==> src/rtl/mac_pkg.sv <==
// rtl/mac_pkg.sv - shared state encoding and default sizes for the MAC feeder
package mac_pkg;

   localparam int BITWIDTH_DEF = 32;
   localparam int LEN_W_DEF    = 4;

   typedef enum logic [2:0] {
      ST_IDLE  = 3'd0,
      ST_PROBE = 3'd1,
      ST_FEED  = 3'd2,
      ST_DRAIN = 3'd3,
      ST_DONE  = 3'd4
   } state_t;

endpackage

==> src/rtl/mac_feeder_if.sv <==
// rtl/mac_feeder_if.sv - job, memory, MAC and result signals of the MAC feeder
interface mac_feeder_if
   import mac_pkg::*;
#(
   parameter int BITWIDTH = BITWIDTH_DEF,
   parameter int LEN_W    = LEN_W_DEF
) ();

   logic                  start;
   logic [LEN_W:0]        len;
   logic                  busy;
   logic                  rd_en;
   logic [LEN_W-1:0]      rd_addr;
   logic [BITWIDTH-1:0]   a_rdata;
   logic [BITWIDTH-1:0]   b_rdata;
   logic [BITWIDTH-1:0]   mac_ain;
   logic [BITWIDTH-1:0]   mac_bin;
   logic                  mac_en;
   logic [2*BITWIDTH-1:0] mac_dout;
   logic [2*BITWIDTH-1:0] res_data;
   logic                  res_valid;
   logic                  res_ready;

   // feeder side
   modport master (
      input  start, len, a_rdata, b_rdata, mac_dout, res_ready,
      output busy, rd_en, rd_addr, mac_ain, mac_bin, mac_en, res_data, res_valid
   );

   // environment side: job source, memories, MAC, result sink
   modport slave (
      output start, len, a_rdata, b_rdata, mac_dout, res_ready,
      input  busy, rd_en, rd_addr, mac_ain, mac_bin, mac_en, res_data, res_valid
   );

endinterface

==> src/rtl/mac_addr_cnt.sv <==
// rtl/mac_addr_cnt.sv - element index counter with next-address and terminal-count flag
module mac_addr_cnt
   import mac_pkg::*;
#(
   parameter int LEN_W = LEN_W_DEF
) (
   input  logic             i_clk,
   input  logic             i_rst,
   input  logic             i_clr,
   input  logic             i_inc,
   input  logic [LEN_W:0]   i_len,
   output logic [LEN_W:0]   o_idx,
   output logic [LEN_W-1:0] o_next_addr,
   output logic             o_last
);

   localparam logic [LEN_W:0] ONE = {{LEN_W{1'b0}}, 1'b1};

   logic [LEN_W:0] r_idx;
   logic [LEN_W:0] w_idx_nxt;

   assign w_idx_nxt   = r_idx + ONE;
   assign o_idx       = r_idx;
   // only meaningful while not on the last element, where it is < len
   assign o_next_addr = w_idx_nxt[LEN_W-1:0];
   assign o_last      = (w_idx_nxt == i_len);

   // index of the element currently presented to the MAC
   always_ff @(posedge i_clk) begin
      if (i_rst || i_clr) begin
         r_idx <= '0;
      end else if (i_inc) begin
         r_idx <= w_idx_nxt;
      end
   end

endmodule

==> src/rtl/mac_feeder.sv <==
// rtl/mac_feeder.sv - streams A/B vectors into an external MAC and returns the job's dot product
module mac_feeder
   import mac_pkg::*;
#(
   parameter int BITWIDTH = BITWIDTH_DEF,
   parameter int LEN_W    = LEN_W_DEF
) (
   input  logic          i_clk,
   input  logic          i_rst,
   mac_feeder_if.master  io_bus
);

   state_t                r_state;
   state_t                w_state_nxt;
   logic [LEN_W:0]        r_len;
   logic [2*BITWIDTH-1:0] r_base;
   logic [2*BITWIDTH-1:0] r_res_data;

   logic                  w_rd_en;
   logic [LEN_W-1:0]      w_rd_addr;
   logic                  w_mac_en;
   logic [BITWIDTH-1:0]   w_ain;
   logic [BITWIDTH-1:0]   w_bin;

   logic [LEN_W:0]        w_idx;
   logic [LEN_W-1:0]      w_next_addr;
   logic                  w_last;
   logic                  w_feed;

   assign w_feed = (r_state == ST_FEED);

   mac_addr_cnt #(.LEN_W(LEN_W)) u_addr_cnt (
      .i_clk       (i_clk),
      .i_rst       (i_rst),
      .i_clr       (!w_feed),
      .i_inc       (w_feed),
      .i_len       (r_len),
      .o_idx       (w_idx),
      .o_next_addr (w_next_addr),
      .o_last      (w_last)
   );

   // state register
   always_ff @(posedge i_clk) begin
      if (i_rst) begin
         r_state <= ST_IDLE;
      end else begin
         r_state <= w_state_nxt;
      end
   end

   // next state and memory/MAC drive; PROBE pushes a zero product so the
   // first FEED cycle sees the pre-job MAC total on mac_dout
   always_comb begin
      w_state_nxt = r_state;
      w_rd_en     = 1'b0;
      w_rd_addr   = '0;
      w_mac_en    = 1'b0;
      w_ain       = '0;
      w_bin       = '0;
      case (r_state)
         ST_IDLE: begin
            if (io_bus.start) begin
               w_state_nxt = (io_bus.len != '0) ? ST_PROBE : ST_DONE;
            end
         end
         ST_PROBE: begin
            w_mac_en    = 1'b1;
            w_rd_en     = 1'b1;
            w_state_nxt = ST_FEED;
         end
         ST_FEED: begin
            w_mac_en = 1'b1;
            w_ain    = io_bus.a_rdata;
            w_bin    = io_bus.b_rdata;
            if (w_last) begin
               w_state_nxt = ST_DRAIN;
            end else begin
               w_rd_en   = 1'b1;
               w_rd_addr = w_next_addr;
            end
         end
         ST_DRAIN: begin
            w_state_nxt = ST_DONE;
         end
         ST_DONE: begin
            if (io_bus.res_ready) begin
               w_state_nxt = ST_IDLE;
            end
         end
         default: begin
            w_state_nxt = ST_IDLE;
         end
      endcase
   end

   // job length, MAC baseline and result; the difference is taken modulo
   // 2**(2*BITWIDTH) so a wrapping MAC total still yields the exact result
   always_ff @(posedge i_clk) begin
      if (i_rst) begin
         r_len      <= '0;
         r_base     <= '0;
         r_res_data <= '0;
      end else begin
         case (r_state)
            ST_IDLE: begin
               if (io_bus.start) begin
                  r_len <= io_bus.len;
                  if (io_bus.len == '0) begin
                     r_res_data <= '0;
                  end
               end
            end
            ST_FEED: begin
               if (w_idx == '0) begin
                  r_base <= io_bus.mac_dout;
               end
            end
            ST_DRAIN: begin
               r_res_data <= io_bus.mac_dout - r_base;
            end
            default: begin
            end
         endcase
      end
   end

   assign io_bus.busy      = (r_state != ST_IDLE);
   assign io_bus.rd_en     = w_rd_en;
   assign io_bus.rd_addr   = w_rd_addr;
   assign io_bus.mac_en    = w_mac_en;
   assign io_bus.mac_ain   = w_ain;
   assign io_bus.mac_bin   = w_bin;
   assign io_bus.res_valid = (r_state == ST_DONE);
   assign io_bus.res_data  = r_res_data;

endmodule

==> src/flat_wrapper.sv <==
// flat-port wrapper written by rule: the top's interface ports become plain ports
module mac_feeder_flat import mac_pkg::*;
#(
   parameter int BITWIDTH = BITWIDTH_DEF,
   parameter int LEN_W    = LEN_W_DEF
)
  (i_clk, i_rst, io_bus_start, io_bus_len, io_bus_a_rdata, io_bus_b_rdata, io_bus_mac_dout, io_bus_res_ready, io_bus_busy, io_bus_rd_en, io_bus_rd_addr, io_bus_mac_ain, io_bus_mac_bin, io_bus_mac_en, io_bus_res_data, io_bus_res_valid);
  mac_feeder_if #(.BITWIDTH(BITWIDTH), .LEN_W(LEN_W)) io_bus_i ();
  input  logic i_clk;
  input  logic i_rst;
  input wire logic [$bits(io_bus_i.start)-1:0] io_bus_start;
  input wire logic [$bits(io_bus_i.len)-1:0] io_bus_len;
  input wire logic [$bits(io_bus_i.a_rdata)-1:0] io_bus_a_rdata;
  input wire logic [$bits(io_bus_i.b_rdata)-1:0] io_bus_b_rdata;
  input wire logic [$bits(io_bus_i.mac_dout)-1:0] io_bus_mac_dout;
  input wire logic [$bits(io_bus_i.res_ready)-1:0] io_bus_res_ready;
  output wire logic [$bits(io_bus_i.busy)-1:0] io_bus_busy;
  output wire logic [$bits(io_bus_i.rd_en)-1:0] io_bus_rd_en;
  output wire logic [$bits(io_bus_i.rd_addr)-1:0] io_bus_rd_addr;
  output wire logic [$bits(io_bus_i.mac_ain)-1:0] io_bus_mac_ain;
  output wire logic [$bits(io_bus_i.mac_bin)-1:0] io_bus_mac_bin;
  output wire logic [$bits(io_bus_i.mac_en)-1:0] io_bus_mac_en;
  output wire logic [$bits(io_bus_i.res_data)-1:0] io_bus_res_data;
  output wire logic [$bits(io_bus_i.res_valid)-1:0] io_bus_res_valid;
  assign io_bus_i.start = io_bus_start;
  assign io_bus_i.len = io_bus_len;
  assign io_bus_i.a_rdata = io_bus_a_rdata;
  assign io_bus_i.b_rdata = io_bus_b_rdata;
  assign io_bus_i.mac_dout = io_bus_mac_dout;
  assign io_bus_i.res_ready = io_bus_res_ready;
  assign io_bus_busy = io_bus_i.busy;
  assign io_bus_rd_en = io_bus_i.rd_en;
  assign io_bus_rd_addr = io_bus_i.rd_addr;
  assign io_bus_mac_ain = io_bus_i.mac_ain;
  assign io_bus_mac_bin = io_bus_i.mac_bin;
  assign io_bus_mac_en = io_bus_i.mac_en;
  assign io_bus_res_data = io_bus_i.res_data;
  assign io_bus_res_valid = io_bus_i.res_valid;
  mac_feeder #(.BITWIDTH(BITWIDTH), .LEN_W(LEN_W)) u_core (.i_clk(i_clk), .i_rst(i_rst), .io_bus(io_bus_i));
endmodule
==> config.mk <==
export PLATFORM = sky130hd
export DESIGN_NAME = mac_feeder_flat
export DESIGN_NICKNAME = d
export VERILOG_FILES = /design/src/rtl/mac_pkg.sv /design/src/rtl/mac_feeder_if.sv /design/src/rtl/mac_addr_cnt.sv /design/src/rtl/mac_feeder.sv /design/src/flat_wrapper.sv
export SDC_FILE = /design/constraint.sdc
export NUM_CORES = 1
export LEC_CHECK = 0
export BUFFER_PORTS_ARGS = -buffer_cell sky130_fd_sc_hd__buf_2
export CORE_MARGIN = 5
export CORE_UTILIZATION = 30
export DETAILED_ROUTE_END_ITERATION = 6
export SLEW_MARGIN = 20
export SYNTH_ARGS = -nofsm -noshare
export SYNTH_HDL_FRONTEND = slang
export SYNTH_SLANG_ARGS = --single-unit
==> constraint.sdc <==
create_clock -name i_clk -period 4.2 [get_ports i_clk]
set_input_delay 0.21 -clock i_clk [delete_from_list [all_inputs] [get_ports i_clk]]
set_output_delay 0.21 -clock i_clk [all_outputs]
set_load 0.005 [all_outputs]
# [Yosys cells after proc, flatten, opt, wreduce, memory -nomap -nowiden]
# Index checks and enable logic that the tools add are counted.
[totals] register_bits=141 output_inout_bits=136 elab_cells=44
[classes] n_addsub=2 eq_ne=9 n_mux=15 n_reduce_logical=13
[ops] cell="$mux W64" count=2
[ops] cell="$pmux W64 S2" count=1
[ops] cell="$mux W32" count=2
[ops] cell="$sub A64 B64 Y64" count=1
[ops] cell="$pmux W3 S5" count=1
[ops] cell="$mux W3" count=4
[ops] cell="$logic_not A5 Y1" count=2
[ops] cell="$mux W4" count=2
[ops] cell="$eq A3 B2 Y1 const B" count=2
[ops] cell="$ne A2 B2 Y1 const B" count=3
[ops] cell="$reduce_and A3 Y1" count=2
[ops] cell="$add A5 B1 Y5 const B" count=1
[ops] cell="$eq A5 B5 Y1" count=1
[ops] cell="$reduce_bool A5 Y1" count=1
[ops] cell="$reduce_and A2 Y1" count=2
[ops] cell="$eq A3 B1 Y1 const B" count=1
[ops] cell="$eq A3 B3 Y1 const B" count=1
[ops] cell="$logic_not A3 Y1" count=1
[ops] cell="$reduce_bool A3 Y1" count=1
[ops] cell="$mux W1" count=2
[ops] cell="$ne A2 B1 Y1 const B" count=1
[ops] cell="$pmux W1 S2" count=1
[ops] cell="$reduce_bool A2 Y1" count=1
[ops] cell="$reduce_or A2 Y1" count=1
[ops] cell="other kinds (2)" count=2

# [Logic depth before layout (Yosys ltp)]
# Gate-level depths: netlist of run 1.
[depth] ltp_word=4 ltp_mapped=14 mapped_depth_nobuf=14

# [Modules after synthesis]
# Synthesis of run 1 repeated with hierarchy kept, for this count alone.
[unflattened] cells_unflattened=1264 hier_area_um2=9297.7
[by_module_without_submodules] module="mac_feeder" instances=1 cells_per_inst=1227 area_per_inst_um2=8944.8
[by_module_without_submodules] module="mac_addr_cnt" instances=1 cells_per_inst=37 area_per_inst_um2=352.8

# [Worst setup path before layout of run 1]
# Ideal clock, no wire load.
[synth_path] kind="reg-to-reg" startpoint="reg u_core.r_base[0]" endpoint="reg u_core.r_res_data[56], in the netlist u_core.io_bus.res_data[56]" arrival_ns=2.868 required_time_ns=4.083 setup_slack_ns=1.215 stages_incl_launch_ff=14 cell_sequence="dfxtp_1 > ha_1 > fa_1 > nor2b_1 > o211ai_1 > nand2_1 > a311oi_2 > o41ai_2 > a22oi_1 > o21ba_2 > o41ai_2 > a211oi_1 > xnor2_1 > a22o_1"
[synth_between] elab_chain_len=2
[synth_lines] item="start: declaration" line_no="mac_feeder.sv:16" rtl="logic [2*BITWIDTH-1:0] r_base;"
[synth_lines] item="start signal: assignment" line_no="mac_feeder.sv:116" rtl="r_base <= io_bus.mac_dout;"
[synth_lines] item="$sub A64 B64 Y64" line_no="mac_feeder.sv:120" rtl="r_res_data <= io_bus.mac_dout - r_base;"
[synth_lines] item="$pmux W64 S2" line_no="mac_feeder.sv:105" rtl="case (r_state)"
[synth_lines] item="end signal: assignment" line_no="mac_feeder.sv:120"
[synth_lines] item="end: declaration" line_no="mac_feeder.sv:17" rtl="logic [2*BITWIDTH-1:0] r_res_data;"
# Every way passes these cells.
# A chain may end at the register's enable or synchronous reset.

# [Worst setup path in the final report of run 1]
# Same ends and word-level chain as after synthesis.

==> impl_metrics.py, run 1 <==
metrics = {
    "cells_and_area": {
        "layout.filler_cells": 3138,
        "syn2layout_area_growth_pct": 24.8,
        "num-nets-final": 1620,
        "fin_util_pct": 38.1,
        "n_antenna_cell": 0,
        "final_layout_size_suffix_gt1_share_pct": 24.1,
    },
    "yosys": {
        "synthesis.nets": 1385,
        "yosys-top-cells-area": "dfxtp_1 31%, ha_1 9.0%, nand2_1 7.5%",
        "ys_types": 67,
        "synth_top_cell_by_area": "dfxtp_1",
        "asyncSetResetFlopFracSynth_pct": 0,
        "avgSynthCellArea_um2": 7.73,
        "sequential_element_share_of_the_synthesized_area_pct": 30.9,
        "yosys_warnings": 0,
        "netlist_area_mm2": 0.00913,
        "postSynthRegisterBits": 141,
        "post-synth-top-area-fraction_pct": 30.9,
        "yosys_most_used_dff": "dfxtp_1",
        "synth_edf_count": 0,
        "synthCells": 1181,
    },
    "grt": {
        "globalRoute.totalOverflow": 0,
        "grt_antenna_before_repair": 1,
        "grt_util_all_layers_pct": 16.7,
        "grt_pass1_wl_mm": 45.7,
        "vias_in_the_first_global_route": 8897,
        "grt_start_max_net_pins": 75,
    },
    "critical_path": {
        "cp_data_arrival_time_ns": 3.86,
        "crit_path_top_delay_cell": "o41ai_2",
        "rr_startpoint": "u_core.r_base[0]",
        "worst_path_largest_cell_delay_ns": 0.57,
        "cp_max_fo": 4,
        "required_time_at_the_worst_slack_endpoint_ns": 4.51,
        "worst-r2r-cell-count": 13,
        "path_cells": "ha_1, fa_1, nor2b_1, o211ai_1, nand2_1, a311oi_2, o41ai_2, a22oi_1, o21ba_2, o41ai_2, a211oi_1, xnor2_1, a22o_1",
        "ff2ff_setup_slack_ns": 0.66,
        "critical_path.reg2reg.endpoint": "u_core.io_bus.res_data[56]",
        "endpoint_kind": "flip-flop",
        "critical_path.startpoint_type": "flip-flop",
        "crit_path_frequent_cell": "o41ai_2",
        "path_class": "flip-flop to flip-flop",
    },
    "clock_network": {
        "clk_transition_reported_paths_ns": 0.06,
        "root_buffer": "clkbuf_16",
        "cts.htree.levels": 4,
        "cts_max_path_buffers": 2,
        "clk_latency_worst_skew_pair_ns": 0.42,
        "post-cts-setup-buffer-count": 0,
        "cts-buffers-inserted": 17,
        "tritoncts": "yes",
        "post_cts.resized_instances": 0,
        "cts_hold_repair.buffers": 0,
        "clkSinkCount": 141,
    },
    "status": {
        "run_status": "finished, final reports clean",
    },
    "pwr": {
        "p_leak_nw": 4.91,
        "power.total_mw": 5.02,
        "ir_worst_vdd_uv": 287,
        "cellPowerDensity_mw_per_mm2": 441,
    },
    "sta": {
        "tightestPinTransition_ns": 0.853,
        "layout_worst_path_cycle_share_pct": 84.3,
        "final_hold_viol_count": 0,
        "skew_final_ns": 0.0132,
        "layout_min_cycle_time_ns": 3.54,
        "report.final.setup_viol": 0,
        "clock.fmax_ghz": 0.282,
        "report.final.slew_viol_count": 0,
        "setup_repair_after_global_routing_missed_its_margin": "false",
        "final.setup.tns_ns": 0,
        "max-slew-margin-rel_pct": 43.1,
    },
    "drt": {
        "drt_pass1_iterations": 5,
        "vias_per_cell": 4.98,
        "wire_per_inst_um": 16.1,
        "drtIter0Drc": 565,
        "wl_mm": 29.2,
        "antenna_violating_nets_post_route": 0,
        "remaining_drc_errors": 0,
        "vias": 9057,
    },
    "min_path": {
        "min_delay_worst_endpoint": "u_core.r_base[18]",
        "hp-class": "primary input to flip-flop",
        "hp-start": "io_bus_mac_dout[18]",
        "hold_path_depth": 3,
    },
    "placement": {
        "place.detailed.hpwl_mm": 23.5,
        "gp_congestion": 0.902,
        "place.port_buffers": 272,
    },
    "job": {
        "max-cap-violations": 0,
    },
    "floorplanning": {
        "core-area_mm2": 0.0299,
        "dieHeight_um": 184,
        "initial_core_util_pct": 30.6,
        "fp.dieW_um": 184,
        "boundaryPins": 273,
        "floorplan.die_area_mm2": 0.0340,
        "rows": 63,
    },
}
-- how the worst max path moves through the flow --
stage                            start                         end  cells after the start
floorplan             u_core.r_base[0]  u_core.io_bus.res_data[56]                     13
global placement    io_bus_mac_dout[0]  u_core.io_bus.res_data[56]                     15
detailed placement  io_bus_mac_dout[0]  u_core.io_bus.res_data[56]                     15
CTS                   u_core.r_base[0]  u_core.io_bus.res_data[56]                     13
global route          u_core.r_base[0]  u_core.io_bus.res_data[56]                     13
finish                u_core.r_base[0]  u_core.io_bus.res_data[56]                     13
-- layout make-up --
class                           count  area [um2]  area share (%)
Clock buffer                       19         443            3.89
Clock inverter                     11         145            1.27
Inverter                           86         323            2.83
Tap cell                          390         488            4.28
Timing Repair Buffer              281        1430            12.6
Multi-Input combinational cell    889        5740            50.4
Sequential cell                   141        2820            24.8
-- routing by layer --
metal | vias up | track usage (%) | share of wire [%]
li1 | 4529 | - | -
met1 | 4123 | 19.7 | 41
met2 | 346 | 29.9 | 49
met3 | 59 | 3.14 | 6.4
met4 | 0 | 6.27 | 3.5
met5 | - | 0 | 0
-- sequential cells by signal, summed over array words and instances, names as in the netlist --
| register | flops |
|---|---|
| u_core.r_state | 3 |
| u_core.r_base | 64 |
| u_core.io_bus.res_data | 64 |
| u_core.r_len | 5 |
| u_core.u_addr_cnt.o_idx | 5 |
-- per-stage QoR --
stage	instance area (um2)	cells	worst slack, ns	hold slack [ns]
after floorplan	9130	1181	1.22	0.346
after global placement	10800	1787	0.762	0.426
after detailed placement	10800	1787	0.685	0.437
after CTS	11400	1817	0.702	0.0294
after global routing	11400	1817	0.440	0.0284
final	11400	1817	0.658	0.0390
-- cell usage in the layout (no fill, tap or decap), drive strengths merged, types with 3 or more instances in the layout --
cell,Yosys,routed
a211oi,6,6
a21o,34,34
a21oi,138,138
a221oi,3,3
a22o,34,34
a22oi,25,25
a31oi,9,9
and2,71,71
and3,5,5
buf,12,281
bufinv,0,3
clkbuf,53,19
clkinv,1,6
clkinvlp,0,3
dfxtp,141,141
ha,66,66
inv,85,85
mux2i,5,5
nand2,184,184
nand2b,3,3
nand3,16,16
nand4,21,21
nor2,71,71
nor2b,9,9
nor3,14,14
nor4b,3,3
o211ai,4,4
o21a,3,3
o21ai,41,41
o21bai,14,14
o31ai,8,8
o41ai,4,4
or2,3,3
or3,4,4
xnor2,40,40
xor2,28,28
-- report_power, final --
part / switching, mW / internal [mW] / total [mW] / leakage, nW
clock network: 0.580 / 0.941 / 1.52 / 0.281
registers: 0.0846 / 1.47 / 1.55 / 1.14
logic: 1.18 / 0.771 / 1.95 / 3.49
-- cells by family after synthesis --
kind of cell | share of synthesized area (%)
and+or+nand+nor | 20.9
AOI/OAI and AO/OA | 25.3
buffers and inverters | 6.40
DFF | 30.9
xor gates and xnor gates | 6.53
adders and majority gates | 9.27
muxes | 0.672
-- cells in the mapped netlist, types with 3 or more instances --
cell / count
nand2_1: 183
dfxtp_1: 141
a21oi_1: 136
inv_1: 85
and2_1: 71
nor2_1: 71
ha_1: 66
clkbuf_1: 52
xnor2_1: 40
a21o_1: 34
a22o_1: 34
o21ai_0: 33
xor2_1: 28
a22oi_1: 25
nand4_1: 20
nand3_1: 16
nor3_1: 14
o21bai_1: 14
nor2b_1: 9
a31oi_1: 7
buf_2: 7
and3_1: 5
mux2i_1: 5
o21ai_1: 5
a211oi_1: 4
buf_1: 4
o211ai_1: 4
o41ai_2: 4
or3_1: 4
nand2b_1: 3
nor4b_1: 3
o21ai_2: 3
o31ai_1: 3
o31ai_4: 3
or2_2: 3
-- worst max-delay path, delay by kind of cell (launching register included) --
family / cells / cell delay (ns)
AO/OA/AOI/OAI: 8 / 2.11
XOR/XNOR: 1 / 0.15
adder cells (fa/ha/maj): 2 / 0.59
flip-flops: 1 / 0.33
AND/OR/NAND/NOR: 2 / 0.27
No activity file was read; power rests on OpenSTA's default activity.
==> inputs of run 2 (changes only) <==
--- a/config.mk
+++ b/config.mk
@@ -5,6 +5,7 @@
 export SDC_FILE = /design/constraint.sdc
 export NUM_CORES = 1
 export LEC_CHECK = 0
+export ABC_AREA = 1
 export BUFFER_PORTS_ARGS = -buffer_cell sky130_fd_sc_hd__buf_2
 export CORE_MARGIN = 5
 export CORE_UTILIZATION = 30
==> constraint.sdc (replaced) <==
create_clock -name i_clk -period 3.25 [get_ports i_clk]
set_input_delay 0.1625 -clock i_clk [delete_from_list [all_inputs] [get_ports i_clk]]
set_output_delay 0.1625 -clock i_clk [all_outputs]
set_load 0.005 [all_outputs]
==> run 2 against run 1 <==
Sequential share of layout area is 5.4 points lower; first-iteration DRC count grew 34%; sequential power increased by 46%; largest power group unchanged; highest routed layer unchanged; die area grew 27%; largest cell class unchanged; setup slack better by 0.093 ns; power rose by 98%.
==> impl_metrics.py, run 2 <==
metrics = {
    "status": {
        "run_status": "finished, final reports clean",
    },
    "sta": {
        "tightestPinTransition_ns": 0.818,
        "layout_min_cycle_time_ns": 2.50,
        "report.final.setup_viol": 0,
        "final.setup.tns_ns": 0,
        "fin_ws_ns": 0.751,
        "skew_final_ns": 0.0128,
        "worst_hold_slack_ns": 0.0166,
        "final_hold_viol_count": 0,
        "report.final.slew_viol_count": 0,
        "max-slew-margin-rel_pct": 45.5,
        "clock.fmax_ghz": 0.400,
        "layout_worst_path_cycle_share_pct": 76.9,
        "setup_repair_after_global_routing_missed_its_margin": "false",
    },
    "yosys": {
        "sequential_element_share_of_the_synthesized_area_pct": 24.0,
        "yosys_most_used_dff": "dfxtp_1",
        "post-synth-top-area-fraction_pct": 24.0,
        "yosys-top-cells-area": "dfxtp_1 24%, nand2_1 22%, inv_1 15%",
        "top_cells_by_count_synth": "682 x nand2_1, 468 x inv_1, 251 x nor2_1, 141 x dfxtp_1, 110 x a21oi_1",
        "ys_types": 38,
        "netlist_area_mm2": 0.0118,
        "avgSynthCellArea_um2": 5.54,
        "asyncSetResetFlopFracSynth_pct": 0,
        "synth_edf_count": 0,
        "yosys_warnings": 0,
        "synthCells": 2127,
        "synth_top_cell_by_area": "dfxtp_1",
        "postSynthRegisterBits": 141,
        "most_frequent_cell_after_synthesis": "nand2_1",
        "synthesis.nets": 2331,
    },
    "grt": {
        "grt_pass1_wl_mm": 70.7,
        "vias_in_the_first_global_route": 13000,
        "grt_util_all_layers_pct": 20.4,
        "globalRoute.totalOverflow": 0,
        "grt_antenna_before_repair": 1,
        "grt_start_max_net_pins": 78,
    },
    "cells_and_area": {
        "syn2layout_area_growth_pct": 23.9,
        "num-nets-final": 2596,
        "fin_util_pct": 37.7,
        "multi_input_comb_area_mm2": 0.00691,
        "flip_flop_and_latch_area_mm2": 0.00282,
        "final_layout_size_suffix_gt1_share_pct": 14.5,
        "final-instance-count-excl-fill": 2924,
        "layout.filler_cells": 4365,
        "final_cell_mix": "681 x nand2_1, 468 x inv_1, 271 x buf_2",
        "most_common_cell_after_layout_fill_and_taps_aside": "nand2_1",
    },
    "clock_network": {
        "root_buffer": "clkbuf_16",
        "cts_max_path_buffers": 2,
        "post_cts.resized_instances": 0,
        "clkSinkCount": 141,
        "post-cts-setup-buffer-count": 0,
        "cts.htree.levels": 4,
        "clk_latency_worst_skew_pair_ns": 0.45,
        "cts_hold_repair.buffers": 29,
        "cts-buffers-inserted": 17,
        "tritoncts": "yes",
        "clk_transition_reported_paths_ns": 0.06,
    },
    "floorplanning": {
        "floorplan.die_area_mm2": 0.0433,
        "boundaryPins": 273,
        "dieHeight_um": 208,
        "core-area_mm2": 0.0387,
        "rows": 72,
        "initial_core_util_pct": 30.4,
        "fp.dieW_um": 208,
    },
    "drt": {
        "remaining_drc_errors": 0,
        "vias": 13300,
        "wl_mm": 44.7,
        "drt_pass1_iterations": 6,
        "wire_per_inst_um": 15.3,
        "antenna_violating_nets_post_route": 0,
        "drtIter0Drc": 758,
        "vias_per_cell": 4.56,
    },
    "placement": {
        "place.port_buffers": 272,
        "gp_congestion": 0.927,
        "detailedPlace.worstSlack_ns": 0.814,
        "place_inst": 2862,
        "place.detailed.hpwl_mm": 36.4,
    },
    "job": {
        "max-cap-violations": 0,
    },
    "pwr": {
        "p_leak_nw": 8.10,
        "cellPowerDensity_mw_per_mm2": 682,
        "ir_worst_vdd_uv": 336,
    },
    "critical_path": {
        "path_class": "flip-flop to flip-flop",
        "critical_path.startpoint_type": "flip-flop",
        "endpoint_kind": "flip-flop",
        "cp_data_arrival_time_ns": 2.88,
        "cp_max_fo": 4,
        "required_time_at_the_worst_slack_endpoint_ns": 3.63,
    },
    "min_path": {
        "hp-class": "primary input to flip-flop",
    },
}
run 2: critical path, cell delays in order, from the launching register on:
cell     delay [ns]
dfxtp_1        0.33
ha_1           0.20
fa_1           0.41
inv_1          0.13
nand2_1        0.07
nand3_1        0.24
nand2_1        0.08
nand2_1        0.18
nand2_1        0.13
nand2_1        0.23
nand2_1        0.11
nand3_1        0.08
nand3_1        0.08
a21oi_1        0.15
run 2: power by group:
| group | total, mW | switching (mW) | internal, mW |
|---|---|---|---|
| combinational | 5.36 | 3.62 | 1.74 |
| sequential | 2.27 | 0.186 | 2.08 |
| clock | 2.31 | 0.813 | 1.50 |
| total | 9.95 | 4.62 | 5.33 |
run 2: cell families (layout without fill, tap and decap cells):
group	after synthesis	in the layout	synth area share [%]
adder cells (fa/ha/maj)	67	67	7.18
XOR/XNOR	6	6	0.446
flip-flops	141	141	24.0
AND/OR/NAND/NOR	1210	1210	43.0
other	0	1	0
AO/OA/AOI/OAI	167	167	7.81
buffers and inverters	536	814	17.6
run 2: layout make-up:
type | count | area share (%)
timing repair buffer | 309 | 11.9
clock inverter | 10 | 1.43
antenna | 1 | 0.0172
inverter | 473 | 12.2
multi-input combinational | 1450 | 47.4
tap | 518 | 4.44
sequential | 141 | 19.4
clock buffer | 22 | 3.25
run 2: path summary, 6_finish.rpt:
check	start	endpoint	slack (ns)	cells after the start
min	io_bus_mac_dout[45]	u_core.r_base[45]	0.02	3
max	u_core.r_base[0]	u_core.io_bus.res_data[46]	0.75	13
max reg2reg	u_core.r_base[0]	u_core.io_bus.res_data[46]	0.75	13
min reg2reg	u_core.io_bus.res_data[1]	u_core.io_bus.res_data[1]	0.46	2
run 2: routing by layer:
metal	global-route usage, %	vias up	routed length, um	part of all wire [%]
met2	36.5	367	21800	49
met3	3.28	68	2070	4.6
li1	-	7025	-	-
met4	7.36	0	1470	3.3
met1	24.9	5866	19400	43
met5	0	-	0	0
run 2: stage by stage:
| stage | total power, mW | cell area (um2) |
|---|---|---|
| 4_1_cts | 10.0 | 14600 |
| 3_3_place_gp | 7.59 | 13600 |
| 3_5_place_dp | 7.64 | 13600 |
| 2_1_floorplan | 5.99 | 11800 |
| 5_1_grt | 10.9 | 14600 |
| 6_report | 9.95 | 14600 |
